<file path="src/rtl/memory_bus_arbiter_pkg.sv">
// Shared definitions for the CPU/DMA memory bus arbiter and its integration:
// FSM state encoding, requester identities and the halt counter width.
package memory_bus_arbiter_pkg;

   localparam int unsigned HALT_CNT_W = 12;

   localparam logic REQ_CPU = 1'b0;
   localparam logic REQ_DMA = 1'b1;

   typedef enum logic [1:0] {
      ST_IDLE     = 2'd0,
      ST_ACCESS   = 2'd1,
      ST_COMPLETE = 2'd2
   } arb_state_t;

   function automatic logic other_requester(input logic id);
      return (id == REQ_CPU) ? REQ_DMA : REQ_CPU;
   endfunction

endpackage

</file>
<file path="src/rtl/memory_bus_arbiter_halt_timer.sv">
// Halt watchdog: counts stalled access cycles and flags when the next stalled
// cycle would reach the configured limit.
module memory_bus_arbiter_halt_timer #(
   parameter int unsigned HALT_TIMEOUT = 4095
) (
   input  logic clk,
   input  logic reset,
   input  logic clear,
   input  logic count,
   output logic expired
);
   import memory_bus_arbiter_pkg::*;

   localparam logic [HALT_CNT_W-1:0] LAST_COUNT = HALT_CNT_W'(HALT_TIMEOUT - 32'd1);
   localparam logic [HALT_CNT_W-1:0] CNT_ONE    = HALT_CNT_W'(32'd1);
   localparam logic [HALT_CNT_W-1:0] CNT_ZERO   = HALT_CNT_W'(32'd0);

   logic [HALT_CNT_W-1:0] count_r;

   // Stalled-cycle counter; forced to zero whenever no access is in flight.
   always_ff @(posedge clk) begin
      if (!reset) begin
         count_r <= CNT_ZERO;
      end else if (clear) begin
         count_r <= CNT_ZERO;
      end else if (count && !expired) begin
         count_r <= count_r + CNT_ONE;
      end else begin
         count_r <= count_r;
      end
   end

   // The stalled cycle that sees this high is the HALT_TIMEOUT-th one.
   assign expired = (count_r >= LAST_COUNT);

endmodule

</file>
<file path="src/rtl/memory_bus_arbiter.sv">
// Round-robin arbiter granting single CPU or DMA accesses onto a stallable
// memory bus, with a sticky abort flag for accesses stuck on halt.
module memory_bus_arbiter #(
   parameter int unsigned HALT_TIMEOUT = 4095
) (
   input  logic        clk,
   input  logic        reset,
   input  logic        cpu_request,
   input  logic        dma_request,
   input  logic [23:0] cpu_address,
   input  logic [23:0] dma_address,
   input  logic [7:0]  cpu_data_in,
   input  logic [7:0]  dma_data_in,
   input  logic        cpu_write_enable,
   input  logic        dma_write_enable,
   output logic [7:0]  cpu_data_out,
   output logic [7:0]  dma_data_out,
   output logic        cpu_done,
   output logic        dma_done,
   output logic        grant,
   output logic [23:0] mem_address,
   output logic [7:0]  mem_data_out,
   output logic        mem_bus_enable,
   output logic        mem_write_enable,
   input  logic [7:0]  mem_data_in,
   input  logic        mem_bus_halt,
   output logic        timeout_error
);
   import memory_bus_arbiter_pkg::*;

   arb_state_t state_r;
   logic       rr_prio_r;
   logic       owner_s;
   logic       clear_s;
   logic       count_s;
   logic       expired_s;

   // Tie goes to whoever was not granted last; a lone request always wins.
   always_comb begin
      owner_s = REQ_CPU;
      if (cpu_request && dma_request) begin
         owner_s = rr_prio_r;
      end else if (dma_request) begin
         owner_s = REQ_DMA;
      end else begin
         owner_s = REQ_CPU;
      end
   end

   assign clear_s = (state_r != ST_ACCESS);
   assign count_s = (state_r == ST_ACCESS) && mem_bus_halt;

   memory_bus_arbiter_halt_timer #(
      .HALT_TIMEOUT (HALT_TIMEOUT)
   ) halt_timer (
      .clk     (clk),
      .reset   (reset),
      .clear   (clear_s),
      .count   (count_s),
      .expired (expired_s)
   );

   // Arbitration FSM; every bus and requester output is registered here.
   always_ff @(posedge clk) begin
      if (!reset) begin
         state_r          <= ST_IDLE;
         rr_prio_r        <= REQ_CPU;
         grant            <= REQ_CPU;
         mem_address      <= 24'h000000;
         mem_data_out     <= 8'h00;
         mem_bus_enable   <= 1'b0;
         mem_write_enable <= 1'b0;
         cpu_data_out     <= 8'h00;
         dma_data_out     <= 8'h00;
         cpu_done         <= 1'b0;
         dma_done         <= 1'b0;
         timeout_error    <= 1'b0;
      end else begin
         cpu_done <= 1'b0;
         dma_done <= 1'b0;
         case (state_r)
            ST_IDLE: begin
               if (cpu_request || dma_request) begin
                  grant            <= owner_s;
                  rr_prio_r        <= other_requester(owner_s);
                  mem_address      <= (owner_s == REQ_DMA) ? dma_address : cpu_address;
                  mem_data_out     <= (owner_s == REQ_DMA) ? dma_data_in : cpu_data_in;
                  mem_write_enable <= (owner_s == REQ_DMA) ? dma_write_enable : cpu_write_enable;
                  mem_bus_enable   <= 1'b1;
                  state_r          <= ST_ACCESS;
               end
            end
            ST_ACCESS: begin
               if (!mem_bus_halt || expired_s) begin
                  // A timed-out abort leaves read data untouched.
                  if (mem_bus_halt) begin
                     timeout_error <= 1'b1;
                  end else if (!mem_write_enable) begin
                     if (grant == REQ_DMA) begin
                        dma_data_out <= mem_data_in;
                     end else begin
                        cpu_data_out <= mem_data_in;
                     end
                  end
                  if (grant == REQ_DMA) begin
                     dma_done <= 1'b1;
                  end else begin
                     cpu_done <= 1'b1;
                  end
                  mem_bus_enable   <= 1'b0;
                  mem_write_enable <= 1'b0;
                  state_r          <= ST_COMPLETE;
               end
            end
            ST_COMPLETE: begin
               state_r <= ST_IDLE;
            end
            default: begin
               mem_bus_enable   <= 1'b0;
               mem_write_enable <= 1'b0;
               state_r          <= ST_IDLE;
            end
         endcase
      end
   end

endmodule

</file>
<file path="config.mk">
export PLATFORM = sky130hd
export DESIGN_NAME = memory_bus_arbiter
export DESIGN_NICKNAME = d
export VERILOG_FILES = /design/src/rtl/memory_bus_arbiter_pkg.sv /design/src/rtl/memory_bus_arbiter_halt_timer.sv /design/src/rtl/memory_bus_arbiter.sv
export SDC_FILE = /design/constraint.sdc
export NUM_CORES = 1
export LEC_CHECK = 0
export ABC_CLOCK_PERIOD_IN_PS = 2300
export BUFFER_PORTS_ARGS = -buffer_cell sky130_fd_sc_hd__buf_2
export CAP_MARGIN = 20
export CORE_ASPECT_RATIO = 1.2
export CORE_MARGIN = 10
export CORE_UTILIZATION = 45
export DETAILED_ROUTE_END_ITERATION = 8
export PLACE_DENSITY = 0.86
export SETUP_SLACK_MARGIN = 0.5
export SLEW_MARGIN = 0
export SYNTH_ARGS = -nofsm -noshare
export SYNTH_HDL_FRONTEND = slang
export SYNTH_SLANG_ARGS = --single-unit
</file>
<file path="constraint.sdc">
create_clock -name clk -period 2.3 [get_ports clk]
set_input_delay 0.46 -clock clk [delete_from_list [all_inputs] [get_ports clk]]
set_output_delay 0.46 -clock clk [all_outputs]
set_load 0.02 [all_outputs]
</file>
# --- After elaboration in Yosys (flattened, before gate mapping) ---
# Cells that the tools add are included.
classes:
  addsub: 1
  n_lt_le_gt_ge: 1
  eq_ne: 5
  muxes: 16
  bitwise_logic: 5
  n_reduce_logical: 16
op_table:
  columns: ["op", "count"]
  rows:
  - ["24-bit 2-to-1 mux", 1]
  - ["12-bit by 1-bit adder with 12-bit output, second input constant", 1]
  - ["12-bit greater-or-equal comparator, second input constant", 1]
  - ["5-bit AND reduction", 2]
  - ["1-bit 2-to-1 mux", 9]
  - ["3-bit AND reduction", 3]
  - ["8-bit 2-to-1 mux", 1]
  - ["1-bit case mux with 3 select lines", 2]
  - ["1-bit inverter", 5]
  - ["2-bit 2-to-1 mux", 2]
  - ["2-bit by 1-bit != test with 1-bit output, second input constant", 2]
  - ["2-bit case mux with 2 select lines", 1]
  - ["2-bit AND reduction", 2]
  - ["1-bit logical AND", 3]
  - ["2-bit by 1-bit equality test with 1-bit output, second input constant", 1]
  - ["2-bit equality test, second input constant", 1]
  - ["1-bit logical NOT", 2]
  - ["2-bit logical NOT", 1]
  - ["1-bit logical OR", 2]
  - ["2-bit != test, second input constant", 1]
  - ["2-bit OR reduction", 1]
totals:
  regBits: 69
  inputBits: 79
  output_inout_bits: 54
  wordCells: 57

# --- Longest topological paths before layout ---
# Gate-level depths: netlist (run 1).
logic_depth:
  ltp_word: 5
  ltp_mapped: 7
  ltp_nobuf: 6

# --- Cells and area by module ---
# A second synthesis (run 1) with hierarchy kept.
unflattened:
  hier_cells: 281
  area_unflattened_um2: 2753.9
modules_own_cells:
  columns: ["module", "instances", "cells_each", "area_each_um2", "seq_area_each_um2"]
  rows:
  - ["memory_bus_arbiter", 1, 213, 2148.3, 1141.1]
  - ["memory_bus_arbiter_halt_timer", 1, 68, 605.6, 240.2]

# --- Worst setup path after synthesis (run 1) ---
# OpenSTA, ideal clock, no wires.
synth_path:
  path_type: "reg2reg"
  start: "register halt_timer.count_r[0]"
  end: "register halt_timer.count_r[7]"
  setup_time_ns: 0.070
  arrival_time_ns: 1.600
  required_time_ns: 2.230
  path_slack_ns: 0.630
  stages_incl_launch_ff: 7
  n_path_buf: 0
  period_less_slack_ns: 1.670
  path_cell_list: "dfxtp_1 > inv_1 > ha_1 > o21ai_2 > o41ai_4 > or4_1 > a21oi_1"
synth_between:
  elab_chain_len: 3
  word_cells_on_any_way: 4
  cone_classes: "1 x add/sub; 1 x order compare; 2 x reduce/logical"
synth_rtl:
  columns: ["item", "line", "source"]
  rows:
  - ["start: declaration", "memory_bus_arbiter_halt_timer.sv:18", "logic [HALT_CNT_W-1:0] count_r;"]
  - ["start signal: assignment", "memory_bus_arbiter_halt_timer.sv:27", "count_r <= count_r + CNT_ONE;"]
  - ["start signal: assignment", "memory_bus_arbiter_halt_timer.sv:29", "count_r <= count_r;"]
  - ["12-bit greater-or-equal comparator", "memory_bus_arbiter_halt_timer.sv:34", "assign expired = (count_r >= LAST_COUNT);"]
  - ["1-bit logical NOT", "memory_bus_arbiter_halt_timer.sv:26", "end else if (count && !expired) begin"]
  - ["1-bit logical AND", "memory_bus_arbiter_halt_timer.sv:26", null]
# Several ways; a longest one is shown, not always the timed one.
# A chain may end at the register's enable or synchronous reset.

# --- Worst setup path in the final report (run 1) ---
layout_path:
  start: "register halt_timer.count_r[0]"
  end: "register halt_timer.count_r[5]"
# The elaborated chain is that of the path after synthesis.

==> out/results.txt, run 1 <==
Routability-driven placement finished with a final weighted congestion of 0.8467. For the worst setup path, the data arrival time is 2.10 ns. Wires add up to 8726 µm. The via count is 2764. The run gives 0 as the total of endpoints with negative setup slack in the final report. Of all nets on the critical path, the largest fanout is 4. The maximum number of pins on one net before global-route repair came out at 34. The post-route minimum period was 1.822 ns.

The iteration-0 DRC count of the detailed router came out at 276. The mean area per synthesized cell is 10.02 µm², and the top-level port count is 133. The utilization after layout is 63.62%. The final hold violation count came out at 0.

The worst hold path belongs to the class input pin to flip-flop. The run gives 53.57% as the relative slew slack. The critical path startpoint was halt_timer.count_r[0]$_SDFFE_PP0P_.

The timing-limited maximum frequency was 549.0 MHz. The region available for standard cell placement spans 0.005973 mm². Dividing the detail-routed via count by the number of cells gives 5.506. The post-synthesis instance area is 0.002725 mm², and the count of flip-flops with a built-in enable after synthesis is 0. The initialized floorplan defines 31 standard-cell rows. The number of global-route vias before repair came out at 2781. Largest area contributor in the synthesized netlist: sky130_fd_sc_hd__dfxtp_1. When the netlist entered floorplanning its net count stood at 353.

The number of storage elements in the synthesis netlist works out to 69. The run gives 2.58 ns as the required time of the critical path. The worst clock skew came out at 0.006523 ns. The fraction of synthesized cell area taken by the top area cell type was 50.69%. The startpoint identified for the worst hold timing path is cpu_data_in[5].

The run finished, with violations left. The insertion delay of the later-clocked pin in the worst-skew pair was 0.35 ns; the worst stage delay on the critical path was 0.47 ns. After detailed placement, the design holds a cell count of 473.

The number of iterations in the first detailed-routing pass came out at 9. STA classifies the critical path startpoint as a flip-flop. The total overflow left after global routing is 0. In the final routed layout, each cell accounts on average for 17.38 µm. The slowest cell on the critical path is sky130_fd_sc_hd__or4_4. TritonCTS built the clock tree.

Counting flops with an async set or reset pin after synthesis yields a share of 0%. After layout, the worst path uses 79.20% of the clock period. For flop-to-flop paths, the worst setup slack is 0.48 ns.

The path with the worst hold slack has its endpoint at mem_data_out[5]$_SDFFE_PN0P_. At the pin with the least slew margin, the transition time is 0.6964 ns. Sequential cells were found to cover 50.69% of the synthesized design area. The endpoint identified for the worst register-to-register timing path is halt_timer.count_r[5]$_SDFFE_PP0P_. The clock passes through at most 2 buffers. For the final routed database, the setup TNS stands at 0 ns.

The run gives 496 as the final net count. The library cell used most frequently in the layout, excluding fill and tap cells, is sky130_fd_sc_hd__buf_2. Across the run, the number of max-cap violations was 0. Timing analysis after detailed placement gives a worst setup slack of 0.2785 ns. The checks that failed: design-rule violations. The horizontal die dimension is 91.04 µm, and the die height is 105.2 µm. The overall die area came out at 0.009582 mm². The first global-routing pass estimated 13470 µm of wire. The library cells used most frequently in the layout, excluding fill and tap cells, are sky130_fd_sc_hd__buf_2 (133), sky130_fd_sc_hd__dfxtp_1 (65), sky130_fd_sc_hd__nor2_1 (57).

The worst setup path is captured at a flip-flop. Once the floorplan was initialized, standard cells occupied 45.62% of the core. Number of instances in the synthesized netlist: 272.

The clock net in this run drives a total of 69 sinks. Port buffering added 132 buffers. In this run, distinct cell masters in the synthesized netlist total 40.

In the synthesized netlist the dominant register cell turns out to be sky130_fd_sc_hd__dfxtp_1. The count of pins over their slew limit came out at 0. The repair_antennas step left the layout with diodes totalling 0. The run gives 0 as the yosys synthesis warning count. Traced cell by cell, the critical path runs through inv_2, ha_4, o21ai_4, o41ai_4, buf_6, buf_6, or4_4, a21oi_2. The setup slack of the critical path after layout was 0.4784 ns; the clock transition at the registers of the reported paths was 0.08 ns.

Summing all multi-input logic gate instances after layout gives 0.001281 mm². Setup repair after global routing could not meet its margin everywhere. The CTS root buffer is sky130_fd_sc_hd__clkbuf_8. Across every metal layer, demand over resource in global routing totals 17.10%. The H-tree was split into 3 levels. Overall power consumption after layout is estimated at 0.002817 W. The startpoint identified for the worst register-to-register timing path is halt_timer.count_r[0]$_SDFFE_PP0P_.

The cell that appears most often on the critical path is sky130_fd_sc_hd__buf_6. For the initial antenna violation count, the log shows 0. The fraction of final layout cells with drive strength greater than 1 is 44.76%.

The number of stages on the worst hold path is 3. The type of the worst setup path is flip-flop to flip-flop. For this design the static power due to leakage is 1.751 nW. The number of CTS-inserted buffers was 9; the remaining routing DRC violations was 10. In this run the power density over the cells is 741.3 mW/mm². Compared with the post-synthesis result, the final layout area differs by 39.44%. Cell count of the worst reg-to-reg path: 8. The detail route stage leaves a number of antenna-violating nets equal to 0. For the count of non-filler cells in the finished layout, the log shows 502. The logs give 6459 µm for the post-DP HPWL and 494 for the final-layout fill cell count. Yosys attributes the largest share of cell area to sky130_fd_sc_hd__dfxtp_1 (51%), sky130_fd_sc_hd__a222oi_1 (12%), sky130_fd_sc_hd__nor2_1 (7.9%), sky130_fd_sc_hd__mux2i_1 (5.9%), sky130_fd_sc_hd__a21oi_1 (2.2%). The logs give 0.001386 mm² for the total area of sequential cells and 0.5310 mV for the maximum vdd drop.
-- cell type report --
cell class                      count  share of cell area (%)
Multi-Input combinational cell    179                   33.72
Clock inverter                      5                   1.548
Sequential cell                    69                   36.48
Clock buffer                       11                   3.984
Inverter                            7                  0.6915
Timing Repair Buffer              149                   20.88
Tap cell                           82                   2.700
-- cells in the mapped netlist (2+ instances only) --
master	instances
sky130_fd_sc_hd__nand2_1	10
sky130_fd_sc_hd__nor2_1	57
sky130_fd_sc_hd__o31ai_1	5
sky130_fd_sc_hd__a222oi_1	32
sky130_fd_sc_hd__o21ai_0	3
sky130_fd_sc_hd__and2_1	2
sky130_fd_sc_hd__dfxtp_1	69
sky130_fd_sc_hd__inv_1	6
sky130_fd_sc_hd__ha_1	2
sky130_fd_sc_hd__o21a_1	2
sky130_fd_sc_hd__o21ai_1	5
sky130_fd_sc_hd__or4_1	4
sky130_fd_sc_hd__nand3_1	3
sky130_fd_sc_hd__nor3_1	2
sky130_fd_sc_hd__mux2i_1	16
sky130_fd_sc_hd__or3_1	5
sky130_fd_sc_hd__a21oi_1	12
sky130_fd_sc_hd__clkbuf_1	15
-- where the power goes --
part | internal (W) | switching, W | total (W) | leakage [nW]
Combinational | 0.000203 | 0.000280 | 0.000482 | 1.08
Sequential | 0.00126 | 0.0000444 | 0.00131 | 0.565
Clock | 0.000559 | 0.000467 | 0.00103 | 0.102
-- worst max path at each step --
stage,end,slack (ns)
finish,halt_timer.count_r[5]$_SDFFE_PP0P_,0.48
floorplan,halt_timer.count_r[7]$_SDFFE_PP0P_,0.63
global placement,mem_write_enable$_SDFFE_PN0P_,0.37
CTS,timeout_error$_SDFFE_PN0P_,0.45
detailed placement,mem_write_enable$_SDFFE_PN0P_,0.28
global route,halt_timer.count_r[5]$_SDFFE_PP0P_,0.44
-- sequential cells by signal (all words and copies together) (netlist names) --
name                cells
dma_done                1
halt_timer.count_r     12
mem_address            24
mem_data_out            8
mem_write_enable        1
timeout_error           1
cpu_done                1
grant                   1
dma_data_out            8
state_r                 2
rr_prio_r               1
cpu_data_out            8
mem_bus_enable          1
-- per-layer routing --
| layer | share of wire (%) | GRT usage, % | vias to the layer above |
|---|---|---|---|
| met1 | 38 | 18.15 | 1307 |
| li1 | - | - | 1319 |
| met4 | 1.4 | 5.493 | 0 |
| met5 | 0 | 0 | - |
| met2 | 51 | 28.48 | 127 |
| met3 | 10 | 9.226 | 11 |
-- critical path: cells and delay by family, from the launching register on --
family / cells / cell delay (ns)
AOI/OAI and AO/OA: 3 / 0.45
adders and majority gates: 1 / 0.16
buffers and inverters: 3 / 0.31
DFF: 1 / 0.35
and+or+nand+nor: 1 / 0.47
-- per-stage QoR --
step | area (µm²) | hold WS [ns]
after floorplan | 2725 | 0.4600
after CTS | 3687 | 0.3369
after global routing | 3800 | 0.3426
after detailed placement | 3453 | 0.4553
after global placement | 3453 | 0.4453
final | 3800 | 0.3436
-- what timing repair did --
action,in CTS,in global routing
gates resized for setup,3,11
pin swaps,1,3
setup endpoints to repair,49,33
hold endpoints to repair,0,0
hold buffers,0,0
setup buffers,2,10
gates cloned,0,1
-- cells by family after synthesis --
| group | Yosys count | synth area share (%) |
|---|---|---|
| buf+inv | 24 | 3.489 |
| simple gates | 91 | 16.07 |
| mux | 17 | 6.290 |
| flops | 69 | 50.69 |
| xor+xnor | 1 | 0.3215 |
| compound gates | 68 | 22.22 |
| fa+ha+maj | 2 | 0.9181 |
(Power assumes the default switching activity.)
==> run 2: changes to the inputs <==
ABC_CLOCK_PERIOD_IN_PS = 1500   (was 2300)
CORE_UTILIZATION = 41   (was 45)
PLACE_DENSITY = 0.83   (was 0.86)
clock period = 1.5 ns   (was 2.3 ns; I/O delays follow)
==> run 2 against run 1 <==
  * The flow finishes with violations (negative setup slack)
  * Die area is 7.7% higher
  * Global-route usage is 5.8 points higher
  * Register-to-register slack worse by 0.69 ns
  * Worst hold slack worse by 0.14 ns
  * Flip-flop and latch count stayed put
  * Count of clock-buffer cells in the layout stayed put
  * Clock power is 45% higher
  * Combinational power grew to 2.8 times the previous value
  * Final cell count is 12% higher
  * First-iteration DRC count is 4.7% higher
  * Cell area is 36% higher
  * Largest power group unchanged
==> out/results.txt, run 2 (synthesized netlist as in run 1, its figures left out) <==
The setup slack of the critical path after layout is -0.2086 ns (-0.6870 ns), and the worst stage delay on the critical path is 0.36 ns (-0.11 ns). The horizontal die dimension came out at 94.43 µm (+3.7%). In this run the clock root is driven by a sky130_fd_sc_hd__clkbuf_8.

The run gives -3.985 ns (-3.985 ns) as the final setup TNS. Post-route minimum period: 1.709 ns (-0.1130 ns). The tools report the wire length of the first global-routing pass as 18350 µm (+36%). The register ranked first by flip-flop count was mem_address. Most common cell after layout, fill and taps aside: sky130_fd_sc_hd__buf_2. The required time of the critical path is 1.71 ns (-0.87 ns). The row count was 32 (+3.2%). By startpoint and endpoint, the worst setup path is classified as flip-flop to flip-flop. The via count came out at 3205 (+16%). The utilization after layout is 80.09% (+16 points), and the critical path arrival is 1.92 ns (-0.18 ns). The leakage power of the design is 2.271 nW (+30%).

For the remaining routing DRC violations, the log shows 0 (-10). The number of iterations in the first detailed-routing pass is 6 (-3), and the global placement routability congestion is 0.8719 (+3.0%). The post-DP HPWL is 6685 µm (+3.5%).

The overall global routing resource usage was 22.88% (+5.8 points). The run finished, with violations left. The run gives 1 (+1) as the initial antenna violation count. The worst clock skew was 0.009142 ns (+0.002620 ns).

The average wire length per cell after detail routing is 21.22 µm (+22%). Element type at the critical path start: a flip-flop. For the maximum number of pins on one net before global-route repair, the log shows 53 (+56%). The clock sink total is 69 (unchanged), and the clock transition at the registers of the reported paths is 0.08 ns (about the same). The maximum level of the CTS H-tree was 3 (unchanged); the die height was 109.3 µm (+3.9%).

The count of pins over their slew limit came out at 0 (unchanged). The placeable core region was 0.006446 mm² (+7.9%). The top fanout value on the critical path works out to 8 (+4). The slowest stage of the critical path is the sky130_fd_sc_hd__dfxtp_4 cell. Worst hold slack across all endpoints: 0.1992 ns (-0.1444 ns). The slew at the pin closest to its max-slew limit came out at 0.4545 ns (-0.2420 ns). Walking the worst path, the cells encountered are buf_8, buf_6, a2111oi_4, buf_4, buf_8, buf_12, buf_16, a222oi_1, nor2_1. Final hold violation count: 0 (unchanged). The largest registers in the layout are mem_address: 24 flops, halt_timer.count_r: 12 flops. STA classifies the critical path endpoint as a flip-flop.

The number of vias per cell is 5.683 (+3.2%). The overall die area was 0.01032 mm² (+7.7%); the flip-flop count of the largest register after layout was 24 (unchanged). The fraction of final layout cells with drive strength greater than 1 was 70.50% (+26 points); the insertion delay of the later-clocked pin in the worst-skew pair was 0.34 ns (about the same).

The checks that failed: negative setup slack. For the relative slew slack, the log shows 69.60% (+16 points). The maximum buffer depth of the clock tree came out at 2 (unchanged). The max-cap violation count is 0 (unchanged). The top-level port count was 133 (unchanged). The power density over the cells works out to 941.6 mW/mm² (+27%). TritonCTS built the clock tree. For the final-layout fill cell count, the log shows 361 (-27%). The number of CTS-inserted buffers is 9 (unchanged). Leaving out fill and tap cells, the most frequent cells in the layout are sky130_fd_sc_hd__buf_2 (78), sky130_fd_sc_hd__buf_6 (63), sky130_fd_sc_hd__dfxtp_2 (61). The starting density of the core came out at 42.27% (-3.3 points). Total of endpoints with negative setup slack in the final report: 53 (+53). Path type of the worst min-delay path: input pin to flip-flop.

The period utilization was 113.9% (+35 points); the number of global-route vias before repair was 3540 (+27%). For the timing-limited maximum frequency, the log shows 585.3 MHz (+6.6%). The layout-stage area growth over the synthesis result works out to 89.44%. Among the stages of the critical path, the cell type that occurs most often is sky130_fd_sc_hd__buf_8.

The run gives 0 (unchanged) as the number of routed nets with antenna violations. Setup repair after global routing could not meet its margin everywhere. The post-detailed-routing wire length was 11970 µm (+37%).

The quantity of I/O buffers inserted on ports is 132 (unchanged). The logs give 554 (+12%) for the final net count and 289 (+4.7%) for the iteration-0 DRC count of the detailed router. For the maximum vdd drop, the log shows 0.7823 mV (+47%). The tools report the total grt overflow as 0 (unchanged).
run 2: power breakdown:
group / internal, W / leakage (nW) / switching (W)
Clock: 0.000741 / 0.0968 / 0.000746
Sequential: 0.00195 / 0.593 / 0.0000927
Combinational: 0.000720 / 1.58 / 0.000606
Total: 0.00342 / 2.27 / 0.00145
run 2: layout make-up:
cell class                 instances  area (µm²)  area share, %
clock inverter                     5       31.28         0.6059
sequential                        69        1476          28.60
tap                               85       106.4          2.060
multi-input combinational        181        1514          29.33
antenna                            1       2.502        0.04847
clock buffer                      11       162.7          3.151
timing repair buffer             205        1843          35.70
inverter                           7       26.28         0.5090
run 2: routing by layer:
layer | vias to the layer above | GRT usage [%] | wire, µm
li1 | 1454 | - | -
met1 | 1540 | 24.34 | 4334
met2 | 180 | 39.29 | 6140
met3 | 31 | 8.322 | 1140
met4 | 0 | 10.87 | 354
met5 | - | 0 | 0
run 2: path summary, 6_finish.rpt:
check,from,to,slack (ns),depth (start not counted)
worst max-delay path,state_r[1]$_SDFFE_PN0P_,mem_data_out[5]$_SDFFE_PN0P_,-0.21,9
worst min register to register,timeout_error$_SDFFE_PN0P_,timeout_error$_SDFFE_PN0P_,0.49,1
worst max register to register,state_r[1]$_SDFFE_PN0P_,mem_data_out[5]$_SDFFE_PN0P_,-0.21,9
worst min-delay path,cpu_address[16],mem_address[16]$_SDFFE_PN0P_,0.20,3
run 2: critical path: cells and delay by family, from the launching register on:
family / cells / cell delay, ns
AO/OA/AOI/OAI: 2 / 0.34
AND/OR/NAND/NOR: 1 / 0.11
flip-flops: 1 / 0.36
buffers and inverters: 6 / 0.75
run 2: metrics by stage:
stage                     power (W)  instance area, µm²  cells  setup WS [ns]
after floorplan            0.002531                2908    272       -0.09692
final                      0.004861                5162    564        -0.2086
after global placement     0.002829                3831    505       -0.08972
after CTS                  0.004768                4980    553        -0.1060
after detailed placement   0.002857                3831    505        -0.1790
after global routing       0.005039                5162    564        -0.2653
run 2: what timing repair did:
action | in CTS | in global routing
pin swaps | 36 | 23
gates cloned | 9 | 0
endpoints found under the setup margin | 123 | 123
setup buffers | 23 | 10
gates resized for setup | 203 | 21
hold buffers | 0 | 0
==> run 3: changes to the inputs <==
--- a/config.mk
+++ b/config.mk
@@ -9,3 +9,2 @@
 export BUFFER_PORTS_ARGS = -buffer_cell sky130_fd_sc_hd__buf_2
-export CAP_MARGIN = 20
 export CORE_ASPECT_RATIO = 1.2
@@ -13,2 +12,3 @@
 export CORE_UTILIZATION = 41
+export CTS_CLUSTER_SIZE = 30
 export DETAILED_ROUTE_END_ITERATION = 8
==> constraint.sdc (replaced) <==
create_clock -name clk -period 1.5 [get_ports clk]
set_input_delay 0.225 -clock clk [delete_from_list [all_inputs] [get_ports clk]]
set_output_delay 0.225 -clock clk [all_outputs]
set_load 0.02 [all_outputs]
==> run 3 against run 2 <==
  * The flow still finishes with violations (negative setup slack)
  * Clock skew decreased by 0.0033 ns
  * Core utilization decreased by 5.5 points
  * Worst hold slack got worse by 0.073 ns
  * Combinational power decreased by 17%
  * Critical path type unchanged
  * Sequential power about the same
==> out/results.txt, run 3 (synthesized netlist as in run 1, its figures left out) <==
Setup repair after global routing could not meet its margin everywhere. Power dissipated by switching net loads: 0.001357 W (-6.1%). The critical path is of the flip-flop to flip-flop type.

The path class of the tightest hold or removal check is input pin to flip-flop. The number of global-route vias before repair is 3401 (-3.9%). Leakage power of the design: 2.101 nW (-7.5%). The worst hold slack across all endpoints is 0.1264 ns (-0.07284 ns).

The largest registers in the layout are mem_address: 24 flops, halt_timer.count_r: 12 flops. The part of the total power dissipated in the clock network was 32.4% (+1.8 points). Power density over the cells: 972.3 mW/mm² (+3.3%). The cell count of the worst reg-to-reg path is 6 (-3).

The quantity of I/O buffers inserted on ports was 132 (unchanged); the worst stage delay on the critical path was 0.54 ns (+0.18 ns). The worst setup path is captured at a flip-flop. The critical path depth in cells was 6 (-3). Kind of cell with the highest combined delay on the critical path: simple AND/OR/NAND/NOR gates.

For the via count, the log shows 3071 (-4.2%). The iteration-0 DRC count of the detailed router is 289 (unchanged), and the final hold violation count is 0 (unchanged). The logs give 42.27% (unchanged) for the starting density of the core and 0.7308 mV (-6.6%) for the maximum vdd drop. The clock transition at the registers of the reported paths works out to 0.08 ns (about the same).

For the critical path arrival, the log shows 1.88 ns (-0.04 ns). Relative to the synthesized area, the layout overhead comes to 76.45%. The top fanout value on the critical path is 4 (-4), and the number of CTS-inserted buffers is 9 (unchanged). The initial antenna violation count is 0 (-1).

TritonCTS built the clock tree. Count of pins over their slew limit: 0 (unchanged). The count of buffer and inverter cells on the critical path was 1 (-5). The checks that failed: negative setup slack. The combinational fraction of design power was 23.8% (-3.5 points).

The internal portion of total power is 0.003318 W (-2.9%), and the period utilization is 107.0% (-6.9 points). Switching fraction of total power: 29.03% (-0.70 points). Die height: 109.3 µm (unchanged).

Traced cell by cell, the critical path runs through inv_2, ha_4, o21ai_4, o2111ai_4, or4_4, a21oi_2. The slowest stage of the critical path belongs to the cell sky130_fd_sc_hd__or4_4. The relative slew slack is 70.37% (+0.78 points), and the total of endpoints with negative setup slack in the final report is 19 (-64%). The utilization after layout came out at 74.59% (-5.5 points). The remaining routing DRC violations was 0 (unchanged); the total grt overflow was 0 (unchanged).

The run gives 2 (unchanged) as the maximum buffer depth of the clock tree. Post-route minimum period: 1.606 ns (-0.1030 ns). The horizontal die dimension is 94.43 µm (unchanged), and the number of inserted diodes is 0 (-1).

Final net count: 539 (-2.7%). The run finished, with violations left. The worst setup path is launched from a flip-flop.

The number of stages on the worst hold path works out to 3 (unchanged). The register ranked first by flip-flop count is mem_address. For the number of routed nets with antenna violations, the log shows 0 (unchanged).

For the worst clock skew, the log shows 0.005833 ns (-0.003310 ns). The number of hold-repair buffers added at the cts stage was 0 (unchanged); the maximum number of pins on one net before global-route repair was 30 (-43%). The run gives 6547 µm (-2.1%) as the post-DP HPWL. The run gives -0.1056 ns (+0.1030 ns) as the setup slack of the critical path after layout.

The library cell used most frequently in the layout, excluding fill and tap cells, is sky130_fd_sc_hd__buf_2. The fraction of power consumed by sequential logic is 43.8% (+1.7 points), and the insertion delay of the later-clocked pin in the worst-skew pair is 0.34 ns (about the same). Global placement routability congestion: 0.8581 (-1.6%).

The required time of the critical path is 1.78 ns (+0.07 ns), and the top-level port count is 133 (unchanged). The tools report the max-cap violation count as 0 (unchanged). The row count was 32 (unchanged); the wire length of the first global-routing pass was 16720 µm (-8.9%). The logs give 6 (unchanged) for the number of iterations in the first detailed-routing pass and 548 (-2.8%) for the count of non-filler cells in the finished layout.

The post-detailed-routing wire length is 10830 µm (-9.5%), and the number of vias per cell is 5.604 (-1.4%). The flip-flop count of the largest register after layout was 24 (unchanged); the number of cells in the design after placement was 502 (-0.59%). In the layout the commonest cells are sky130_fd_sc_hd__buf_2 (77), sky130_fd_sc_hd__dfxtp_2 (61), sky130_fd_sc_hd__buf_6 (59). The average wire length per cell after detail routing was 19.76 µm (-6.9%); the final-layout fill cell count was 419 (+16%).

The fraction of final layout cells with drive strength greater than 1 is 67.17% (-3.3 points), and the clock sink total is 69 (unchanged). The placeable core region is 0.006446 mm² (unchanged). The slew at the pin closest to its max-slew limit came out at 0.4429 ns (-0.01160 ns).

Timing-limited maximum frequency: 622.8 MHz (+6.4%). The run gives 3 (unchanged) as the maximum level of the CTS H-tree. The CTS root buffer is sky130_fd_sc_hd__clkbuf_8. The logs give 20.48% (-2.4 points) for the overall global routing resource usage and 0.01032 mm² (unchanged) for the overall die area.
[run 3: layer usage]
metal  global-route usage, %  vias up  part of all wire [%]
met5                       0        -                     0
met4                   8.804        0                   1.7
met3                   7.844       22                    10
met2                   36.00      154                    51
met1                   21.22     1471                    37
li1                        -     1424                     -
[run 3: cell type report]
| cell class | instances | area [µm²] | share of cell area [%] |
|---|---|---|---|
| multi-input combinational | 186 | 1514 | 31.49 |
| timing repair buffer | 185 | 1483 | 30.84 |
| sequential | 69 | 1480 | 30.78 |
| clock buffer | 10 | 137.6 | 2.862 |
| tap | 85 | 106.4 | 2.212 |
| clock inverter | 6 | 61.31 | 1.275 |
| inverter | 7 | 26.28 | 0.5464 |
[run 3: power by group through the flow]
stage	Clock [W]	Sequential, W	Combinational [W]
3_3_place_gp	0	0.00204	0.000767
5_1_grt	0.00163	0.00206	0.00118
4_1_cts	0.00152	0.00204	0.00109
6_report	0.00151	0.00205	0.00111
3_5_place_dp	0	0.00204	0.000787
2_1_floorplan	0	0.00216	0.000368
[run 3: worst min-delay path, stage by stage]
cell and delay, ns:
sky130_fd_sc_hd__buf_2 0.08, sky130_fd_sc_hd__a222oi_1 0.05, sky130_fd_sc_hd__nor2_1 0.08
[run 3: per-stage QoR]
| stage | cell area [µm²] | power (W) | TNS [ns] | setup slack, ns |
|---|---|---|---|---|
| final | 4808 | 0.004675 | -0.7077 | -0.1056 |
| after CTS | 4717 | 0.004652 | -0.4138 | -0.07772 |
| after global placement | 3785 | 0.002806 | -0.6607 | -0.1182 |
| after floorplan | 2907 | 0.002530 | -0.1956 | -0.09692 |
| after global routing | 4808 | 0.004866 | -2.577 | -0.2108 |
| after detailed placement | 3785 | 0.002829 | -0.9512 | -0.1644 |
[run 3: what timing repair did]
action	in CTS	in global routing
endpoints found under the setup margin	123	123
gates resized for setup	188	11
pin swaps	23	13
buffers inserted	14	7
cloned	9	0
[run 3: path summary, 6_finish.rpt]
check	startpoint	end	slack [ns]
max	halt_timer.count_r[0]$_SDFFE_PP0P_	halt_timer.count_r[9]$_SDFFE_PP0P_	-0.11
max reg2reg	halt_timer.count_r[0]$_SDFFE_PP0P_	halt_timer.count_r[9]$_SDFFE_PP0P_	-0.11
min	cpu_address[11]	mem_address[11]$_SDFFE_PN0P_	0.13
min reg2reg	grant$_SDFFE_PN0P_	cpu_done$_SDFF_PN0_	0.44
